[src/rtl/joust_input.sv]
// Joust input conditioning: PS/2 key latches merged with two joysticks, plus coin pulse shaping.
// Optional macro JOUST_COIN_SHAPER_EN builds the per-coin pulse/gap FSMs; otherwise coins pass through raw.
module joust_input #(
  parameter int PULSE_CYC = 4800000,
  parameter int GAP_CYC   = 4800000
) (
  input  logic        clk_sys,
  input  logic        I_RESET_N,
  input  logic [10:0] ps2_key,
  input  logic [15:0] joy_0,
  input  logic [15:0] joy_1,
  output logic [7:0]  sw,
  output logic [8:0]  ja,
  output logic [8:0]  jb
);

  localparam int K_P1_FLAP  = 0;
  localparam int K_P1_LEFT  = 1;
  localparam int K_P1_RIGHT = 2;
  localparam int K_P2_FLAP  = 3;
  localparam int K_P2_LEFT  = 4;
  localparam int K_P2_RIGHT = 5;
  localparam int K_START1   = 6;
  localparam int K_START2   = 7;
  localparam int K_LCOIN    = 8;
  localparam int K_MCOIN    = 9;
  localparam int K_RCOIN    = 10;
  localparam int K_HSRESET  = 11;
  localparam int K_AUTOUP   = 12;
  localparam int K_ADVANCE  = 13;
  localparam int K_SLAM     = 14;
  localparam int NK         = 15;

  if (PULSE_CYC < 1 || GAP_CYC < 1) begin : g_cfg_check
    $error("joust_input: PULSE_CYC and GAP_CYC must be at least 1");
  end

  logic          tog_q;
  logic          primed_q;
  logic          evt_s;
  logic [NK-1:0] key_q;
  logic [NK-1:0] key_d;
  logic [2:0]    coin_raw_s;
  logic [2:0]    coin_out_s;
  logic [7:0]    sw_d;
  logic [8:0]    ja_d;
  logic [8:0]    jb_d;
  logic [7:0]    sw_q;
  logic [8:0]    ja_q;
  logic [8:0]    jb_q;
  logic          unused_s;

  assign unused_s = ^{joy_0[15:7], joy_0[3:2], joy_1[15:7], joy_1[3:2]};

  // The first clock after reset only captures the toggle, so a stale toggle never decodes.
  assign evt_s = primed_q && (ps2_key[10] != tog_q);

  // Key decode: on an event the matching latch follows the pressed bit.
  always_comb begin
    key_d = key_q;
    if (evt_s) begin
      case ({ps2_key[8], ps2_key[7:0]})
        9'h02B:  key_d[K_P1_FLAP]  = ps2_key[9];
        9'h01C:  key_d[K_P1_LEFT]  = ps2_key[9];
        9'h01B:  key_d[K_P1_RIGHT] = ps2_key[9];
        9'h175:  key_d[K_P2_FLAP]  = ps2_key[9];
        9'h049:  key_d[K_P2_LEFT]  = ps2_key[9];
        9'h04A:  key_d[K_P2_RIGHT] = ps2_key[9];
        9'h005:  key_d[K_START1]   = ps2_key[9];
        9'h006:  key_d[K_START2]   = ps2_key[9];
        9'h004:  key_d[K_LCOIN]    = ps2_key[9];
        9'h00C:  key_d[K_MCOIN]    = ps2_key[9];
        9'h003:  key_d[K_RCOIN]    = ps2_key[9];
        9'h083:  key_d[K_HSRESET]  = ps2_key[9];
        9'h001:  key_d[K_AUTOUP]   = ps2_key[9];
        9'h009:  key_d[K_ADVANCE]  = ps2_key[9];
        9'h076:  key_d[K_SLAM]     = ps2_key[9];
        default: key_d = key_q;
      endcase
    end else begin
      key_d = key_q;
    end
  end

  // Event detector state and key latches.
  always_ff @(posedge clk_sys or negedge I_RESET_N) begin
    if (!I_RESET_N) begin
      tog_q    <= 1'b0;
      primed_q <= 1'b0;
      key_q    <= {NK{1'b0}};
    end else begin
      tog_q    <= ps2_key[10];
      primed_q <= 1'b1;
      key_q    <= key_d;
    end
  end

  assign coin_raw_s[0] = key_q[K_LCOIN];
  assign coin_raw_s[1] = key_q[K_MCOIN] | joy_0[6] | joy_1[6];
  assign coin_raw_s[2] = key_q[K_RCOIN] | joy_0[5] | joy_1[5];

`ifdef JOUST_COIN_SHAPER_EN
  localparam int MAX_CYC = (PULSE_CYC > GAP_CYC) ? PULSE_CYC : GAP_CYC;
  localparam int CW      = (MAX_CYC > 1) ? $clog2(MAX_CYC) : 1;

  typedef enum logic [1:0] {
    S_IDLE     = 2'd0,
    S_PULSE    = 2'd1,
    S_GAP      = 2'd2,
    S_WAIT_REL = 2'd3
  } coin_state_e;

  for (genvar g = 0; g < 3; g++) begin : g_coin
    coin_state_e   state_q;
    coin_state_e   state_d;
    logic [CW-1:0] cnt_q;
    logic [CW-1:0] cnt_d;
    logic          prev_q;
    logic          rise_s;

    assign rise_s        = coin_raw_s[g] & ~prev_q;
    assign coin_out_s[g] = (state_q == S_PULSE);

    // Shaper state, cycle counter and edge reference.
    always_ff @(posedge clk_sys or negedge I_RESET_N) begin
      if (!I_RESET_N) begin
        state_q <= S_IDLE;
        cnt_q   <= {CW{1'b0}};
        prev_q  <= 1'b0;
      end else begin
        state_q <= state_d;
        cnt_q   <= cnt_d;
        prev_q  <= coin_raw_s[g];
      end
    end

    // Edges arriving outside IDLE are deliberately dropped: one press, one coin.
    always_comb begin
      state_d = state_q;
      cnt_d   = cnt_q;
      case (state_q)
        S_IDLE: begin
          if (rise_s) begin
            state_d = S_PULSE;
            cnt_d   = CW'(PULSE_CYC - 1);
          end else begin
            state_d = S_IDLE;
          end
        end
        S_PULSE: begin
          if (cnt_q == {CW{1'b0}}) begin
            state_d = S_GAP;
            cnt_d   = CW'(GAP_CYC - 1);
          end else begin
            cnt_d   = cnt_q - CW'(1);
          end
        end
        S_GAP: begin
          if (cnt_q != {CW{1'b0}}) begin
            cnt_d   = cnt_q - CW'(1);
          end else if (coin_raw_s[g]) begin
            state_d = S_WAIT_REL;
          end else begin
            state_d = S_IDLE;
          end
        end
        S_WAIT_REL: begin
          if (!coin_raw_s[g]) begin
            state_d = S_IDLE;
          end else begin
            state_d = S_WAIT_REL;
          end
        end
        default: begin
          state_d = S_IDLE;
          cnt_d   = {CW{1'b0}};
        end
      endcase
    end
  end
`else
  assign coin_out_s = coin_raw_s;
`endif

  assign ja_d = {key_q[K_START1] | joy_0[5], 4'b0000,
                 key_q[K_P1_RIGHT] | joy_0[0], key_q[K_P1_LEFT] | joy_0[1],
                 1'b0, key_q[K_P1_FLAP] | joy_0[4]};
  assign jb_d = {key_q[K_START1] | joy_1[5], 4'b0000,
                 key_q[K_P2_RIGHT] | joy_1[0], key_q[K_P2_LEFT] | joy_1[1],
                 1'b0, key_q[K_P2_FLAP] | joy_1[4]};
  assign sw_d = {key_q[K_START2] | joy_0[6] | joy_1[6], key_q[K_SLAM],
                 coin_out_s[2], coin_out_s[1], coin_out_s[0],
                 key_q[K_HSRESET], key_q[K_ADVANCE], key_q[K_AUTOUP]};

  // Output registers.
  always_ff @(posedge clk_sys or negedge I_RESET_N) begin
    if (!I_RESET_N) begin
      sw_q <= 8'h00;
      ja_q <= 9'h000;
      jb_q <= 9'h000;
    end else begin
      sw_q <= sw_d;
      ja_q <= ja_d;
      jb_q <= jb_d;
    end
  end

  assign sw = sw_q;
  assign ja = ja_q;
  assign jb = jb_q;

endmodule
[config.mk]
export PLATFORM = sky130hd
export DESIGN_NAME = joust_input
export DESIGN_NICKNAME = d
export VERILOG_FILES = /design/src/rtl/joust_input.sv
export SDC_FILE = /design/constraint.sdc
export NUM_CORES = 1
export LEC_CHECK = 0
export ABC_AREA = 1
export CAP_MARGIN = 40
export CORE_UTILIZATION = 40
export CTS_CLUSTER_DIAMETER = 200
export DETAILED_ROUTE_END_ITERATION = 6
export PLACE_DENSITY = 0.86
export SLEW_MARGIN = 5
export SYNTH_ARGS = -nofsm -noshare
export SYNTH_HDL_FRONTEND = slang
export SYNTH_SLANG_ARGS = --single-unit
[constraint.sdc]
create_clock -name clk_sys -period 1.5 [get_ports clk_sys]
set_input_delay 0.45 -clock clk_sys [delete_from_list [all_inputs] [get_ports clk_sys]]
set_output_delay 0.45 -clock clk_sys [all_outputs]
set_load 0.005 [all_outputs]
==> results.json, run 1 <==
{
  "grt_pass1_vias": 1265,
  "cts_hold_buf": 0,
  "clk_pin_slew_ns": 0.06,
  "synth_enable_flop_cells": 0,
  "grt_overflow": 0,
  "drtIter0Drc": 51,
  "die_x_um": 64.7,
  "grt_max_degree": 34,
  "track_usage": 0.164,
  "rows": 22,
  "peakVddDrop_mv": 0.600,
  "h-tree-depth": 2,
  "synth_cell_types": 17,
  "ys_top_cells_by_count": "nand2_1 (52), dfrtp_1 (33), nor2_1 (29), inv_1 (15), nand3_1 (14)",
  "status": "complete, no violations",
  "ios": 71,
  "diodes": 0,
  "dp_hpwl_um": 2260,
  "synth_ff_type": "dfrtp_1",
  "setup_slack_ns": 0.0387,
  "fin_setup_tns_ns": 0,
  "critPathMaxFanout": 7,
  "synth_top_area_frac": 0.526,
  "cts_buffer_depth": 2,
  "setup_viol_count_final": 0,
  "finalNetCount": 284,
  "cts_buffers": 5,
  "synthArstFlopShare": 1.00,
  "rr_startpoint": "tog_q",
  "cts_root_buf": "clkbuf_8",
  "max_stage_delay_ns": 0.48,
  "worstPathArrival_ns": 1.64,
  "cap_viol_max_count": 0,
  "min_period_ns": 1.46,
  "placeableCoreArea_mm2": 0.00372,
  "wl_per_cell_um": 10.8,
  "hold_viol": 0,
  "n_fill_cell": 333,
  "initial_core_util": 0.423,
  "io_buffers": 38,
  "hp-class": "flop to flop",
  "crit_slowest_cell": "clkdlybuf4s50_1",
  "r2r_slack_ns": 0.35,
  "drive_gt1_frac": 0.192,
  "ys_ff_latch": 33,
  "cts_tree": "yes",
  "wl_um": 3100,
  "power_density_mw_per_mm2": 922,
  "syn_inst": 190,
  "max_freq_ghz": 0.684,
  "cts_sinks": 33,
  "grt_first_pass_wirelength_um": 5090,
  "synth_top_area_cell": "dfrtp_1",
  "ant_nets": 0,
  "start_kind": "primary input",
  "path_class": "primary input to flop",
  "yosys_warnings": 0,
  "slew_violations": 0,
  "routabilityCongestion": 0.951,
  "first_pass_iters": 6,
  "r2r_cells": 7,
  "period_share": 0.974,
  "place_ws_ns": -0.288,
  "reg2reg_to": "key_q[11]",
  "cp_cell_sequence": "clkdlybuf4s50_1, nor2_2, nand2_4, nor2_1, nand3_1, nand2_1, nand2_1",
  "yosys.cell_count.top_type": "nand2_1",
  "p_leak_nw": 1.15,
  "vias": 1353,
  "crit_required_ns": 1.68,
  "syn_avg_cell_area_um2": 8.26,
  "rsz0062_at_grt": "yes",
  "route.detailed.drc": 0,
  "crit_end": "key_q[8]",
  "syn_area_mm2": 0.00157,
  "yosysSeqAreaShare": 0.526,
  "areaGrowthSynthToFinish_pct": 39.5,
  "critPathCaptureType": "flop",
  "fp.dieH_um": 64.7,
  "antenna_found_initial": 0,
  "dieArea_mm2": 0.00418,
  "cp_common_cell": "nand2_1",
  "via_per_inst": 4.70,
  "clock_latency_ns": 0.29,
  "synth_area_leaders": "dfrtp_1 (53%), nand2_1 (12%), nor2_1 (6.9%)",
  "skew_ns": 0.00384,
  "setup.worst_path.start": "ps2_key[7]"
}
layout by cell type, fill, tap and decap left out:
cell,count
buf_12,2
buf_4,8
bufinv_16,1
clkbuf_1,1
clkbuf_8,6
clkdlybuf4s50_1,15
conb_1,11
dfrtp_1,33
dlygate4sd2_1,16
dlymetal6s2s_1,7
inv_1,15
nand2_1,52
nand2_2,2
nand2_4,1
nand3_1,14
nand3_2,1
nand4_1,13
nor2_1,15
nor2_2,15
nor2_4,2
nor3_1,1
o21ai_0,1
or2_2,8
where the power goes:
| part | leakage [nW] | internal, W | switching (W) |
|---|---|---|---|
| registers | 0.426 | 0.000917 | 0.00000906 |
| logic | 0.665 | 0.000120 | 0.000126 |
| clock network | 0.0585 | 0.000541 | 0.000308 |
flip-flops by register name, indices dropped and copies added (netlist names):
name and count:
jb 4, sw 8, tog_q 1, key_q 15
primed_q 1, ja 4
layer usage:
layer  share of wire  global-route usage
met5               0                   0
met4           0.023               0.108
met3           0.065              0.0581
met2            0.50               0.282
met1            0.41               0.168
metrics by stage:
stage	hold WS, ns	area [um2]	instances	power, W	utilization
after global routing	0.384	2190	288	0.00211	0.590
after detailed placement	0.366	2030	280	0.00119	0.547
after global placement	0.362	2030	280	0.00119	0.547
after CTS	0.379	2130	288	0.00203	0.573
after floorplan	0.154	1600	199	0.00106	-
final	0.377	2190	288	0.00202	0.590
worst min-delay path by stage:
stage             to  slack (ns)  depth (start not counted)         from
2_1_floorplan  ja[0]        0.15                          0    I_RESET_N
3_3_place_gp   sw[6]        0.36                          0    key_q[14]
3_5_place_dp   sw[2]        0.37                          0    key_q[11]
4_1_cts        sw[6]        0.38                          0    key_q[14]
5_1_grt        tog_q        0.38                          1  ps2_key[10]
6_report       sw[6]        0.38                          0    key_q[14]
layout make-up:
type	count	area (um2)	area share
tap	48	60.1	0.0274
inverter	15	56.3	0.0257
clock buffer	7	86.3	0.0394
multi-input combinational	136	654	0.299
timing repair buffer	48	478	0.218
clock inverter	1	30.0	0.0137
sequential	33	826	0.377
cell families (layout without fill, tap and decap cells):
group / Yosys count / in the layout / share of synthesized area
flip-flops: 33 / 33 / 0.526
buffers and inverters: 30 / 71 / 0.108
AO/OA/AOI/OAI: 1 / 1 / 0.00318
AND/OR/NAND/NOR: 124 / 124 / 0.359
other: 2 / 11 / 0.00478
repair_timing:
action / CTS / global route
pin swaps: 0 / 3
setup endpoints to repair: 16 / 14
setup buffers: 0 / 0
gates resized for setup: 16 / 23
critical path: cells and delay by family:
kind                   cells  cell delay [ns]
and+or+nand+nor            6             0.71
buffers and inverters      1             0.48
(Power assumes the default switching activity.)
==> run 2: changes to the inputs <==
==> constraint.sdc (replaced) <==
create_clock -name clk_sys -period 1.5 [get_ports clk_sys]
set_input_delay 0.45 -clock clk_sys [delete_from_list [all_inputs] [get_ports clk_sys]]
set_output_delay 0.45 -clock clk_sys [all_outputs]
set_load 0.1 [all_outputs]
==> results.json, run 2 (synthesized netlist as in run 1, its figures left out) <==
{
  "grt_pass1_vias": 1306,
  "drtIter0Drc": 39,
  "cts_buffers": 5,
  "fin_setup_tns_ns": 0,
  "p_leak_nw": 1.20,
  "fin_area_mm2": 0.00236,
  "via_per_inst": 4.63,
  "power_density_mw_per_mm2": 924,
  "dp_hpwl_um": 2450,
  "route.detailed.drc": 0,
  "period_share": 0.977,
  "dieArea_mm2": 0.00418,
  "antenna_found_initial": 0,
  "layout_commonest_cell": "nand2_1",
  "ios": 71,
  "setup_viol_count_final": 0,
  "cts_sinks": 33,
  "clock_latency_ns": 0.28,
  "hold-path-cell-count": 0,
  "reg2reg_to": "key_q[8]",
  "critPathMaxFanout": 4,
  "post_dp_cell_area_mm2": 0.00219,
  "min_period_ns": 1.47,
  "fp.dieH_um": 64.7,
  "die_x_um": 64.7,
  "grt_overflow": 0,
  "hp-class": "flop to flop",
  "top_register": "key_q",
  "pwr-share-comb": 0.244,
  "cts_hold_buf": 0,
  "finalNetCount": 284,
  "cap_viol_max_count": 0,
  "vias": 1332,
  "io_buffers": 38,
  "grt_first_pass_wirelength_um": 5370,
  "ant_nets": 0,
  "cts_tree": "yes",
  "crit_required_ns": 1.67,
  "p_int_w": 0.00150,
  "power_w": 0.00218,
  "first_pass_iters": 4,
  "rr_startpoint": "tog_q",
  "busiest_layer": "met2",
  "hold_ws_ns": 0.381,
  "rows": 22,
  "slew_violations": 0,
  "track_usage": 0.173,
  "holdPathEnd": "sw[6]",
  "setup.worst_path.start": "ps2_key[0]",
  "peakVddDrop_mv": 0.565,
  "initial_core_util": 0.423,
  "met2_usage": 0.318,
  "p_sw_w": 0.000682,
  "wl_um": 3290,
  "clkPwrFrac": 0.327,
  "r2r_cells": 7,
  "status": "complete, no violations",
  "areaGrowthSynthToFinish_pct": 50.5,
  "max_freq_ghz": 0.683,
  "drive_gt1_frac": 0.267,
  "skew_ns": 0.00237,
  "hold_viol": 0,
  "start_kind": "primary input",
  "wl_per_cell_um": 11.4,
  "path_class": "primary input to flop",
  "stdcell_count": 288,
  "p_sw_frac": 0.312,
  "seqPwrFrac": 0.429,
  "largest_register_ffs": 15,
  "clk_pin_slew_ns": 0.06,
  "cts_root_buf": "clkbuf_8",
  "diodes": 0,
  "n_fill_cell": 303,
  "grt_max_degree": 34,
  "worstHoldStart": "key_q[14]",
  "placeableCoreArea_mm2": 0.00372,
  "dpl.cell_count": 280,
  "worstPathArrival_ns": 1.64,
  "routabilityCongestion": 0.916,
  "r2r_slack_ns": 0.37,
  "critPathCaptureType": "flop",
  "use_met1": 0.180,
  "h-tree-depth": 2,
  "layout_common_cells": "nand2_1 (51), dfrtp_1 (33), buf_12 (18)",
  "cts_buffer_depth": 2,
  "grt.met3_usage": 0.0563
}
==> run 2: cell type report <==
type	instances	area (um2)	share of cell area
flip-flops and latches	33	826	0.349
multi-input cells	136	662	0.280
repair buffers	48	658	0.278
clock buffers	7	96.3	0.0408
well taps	48	60.1	0.0254
inverters	15	56.3	0.0238
clock inverters	1	5.00	0.00212
==> run 2: metal layers <==
| layer | wire length [um] | share of wire |
|---|---|---|
| met5 | 0 | 0 |
| met4 | 59 | 0.018 |
| met3 | 191 | 0.058 |
| met2 | 1760 | 0.53 |
| met1 | 1280 | 0.39 |
==> run 2: through the flow <==
stage                     worst slack, ns  utilization
after CTS                         0.00862        0.618
after global placement             -0.259        0.590
after detailed placement           -0.312        0.590
after floorplan                     0.167            -
final                              0.0350        0.636
after global routing             -0.00352        0.636
==> run 2: timing repair <==
action / 4_1_cts / 5_1_grt
buffers inserted: 0 / 0
setup endpoints to repair: 4 / 13
gates resized for setup: 1 / 24
pin swaps: 0 / 2
==> run 2: worst max-delay path by stage <==
stage           endpoint  slack, ns  depth (start not counted)
3_5_place_dp   key_q[14]      -0.31                          8
6_report       key_q[11]       0.03                          8
3_3_place_gp    key_q[9]      -0.26                          7
5_1_grt         key_q[6]     -0.004                          8
2_1_floorplan      ja[0]       0.17                          0
4_1_cts        key_q[12]      0.009                          7
==> run 2: critical path: stages <==
cell	delay [ns]
clkdlybuf4s50_1	0.53
nand2_1	0.10
inv_1	0.09
nand2_1	0.10
nor2_2	0.18
nand3_1	0.09
nand2_1	0.06
nand2_1	0.04
==> run 2: power by group through the flow <==
| stage | combinational [W] | sequential [W] | clock, W |
|---|---|---|---|
| floorplan | 0.000215 | 0.00107 | 0 |
| detailed placement | 0.000523 | 0.000954 | 0 |
| CTS | 0.000525 | 0.000938 | 0.000734 |
| global placement | 0.000514 | 0.000952 | 0 |
| global route | 0.000561 | 0.000939 | 0.000781 |
| finish | 0.000532 | 0.000937 | 0.000714 |
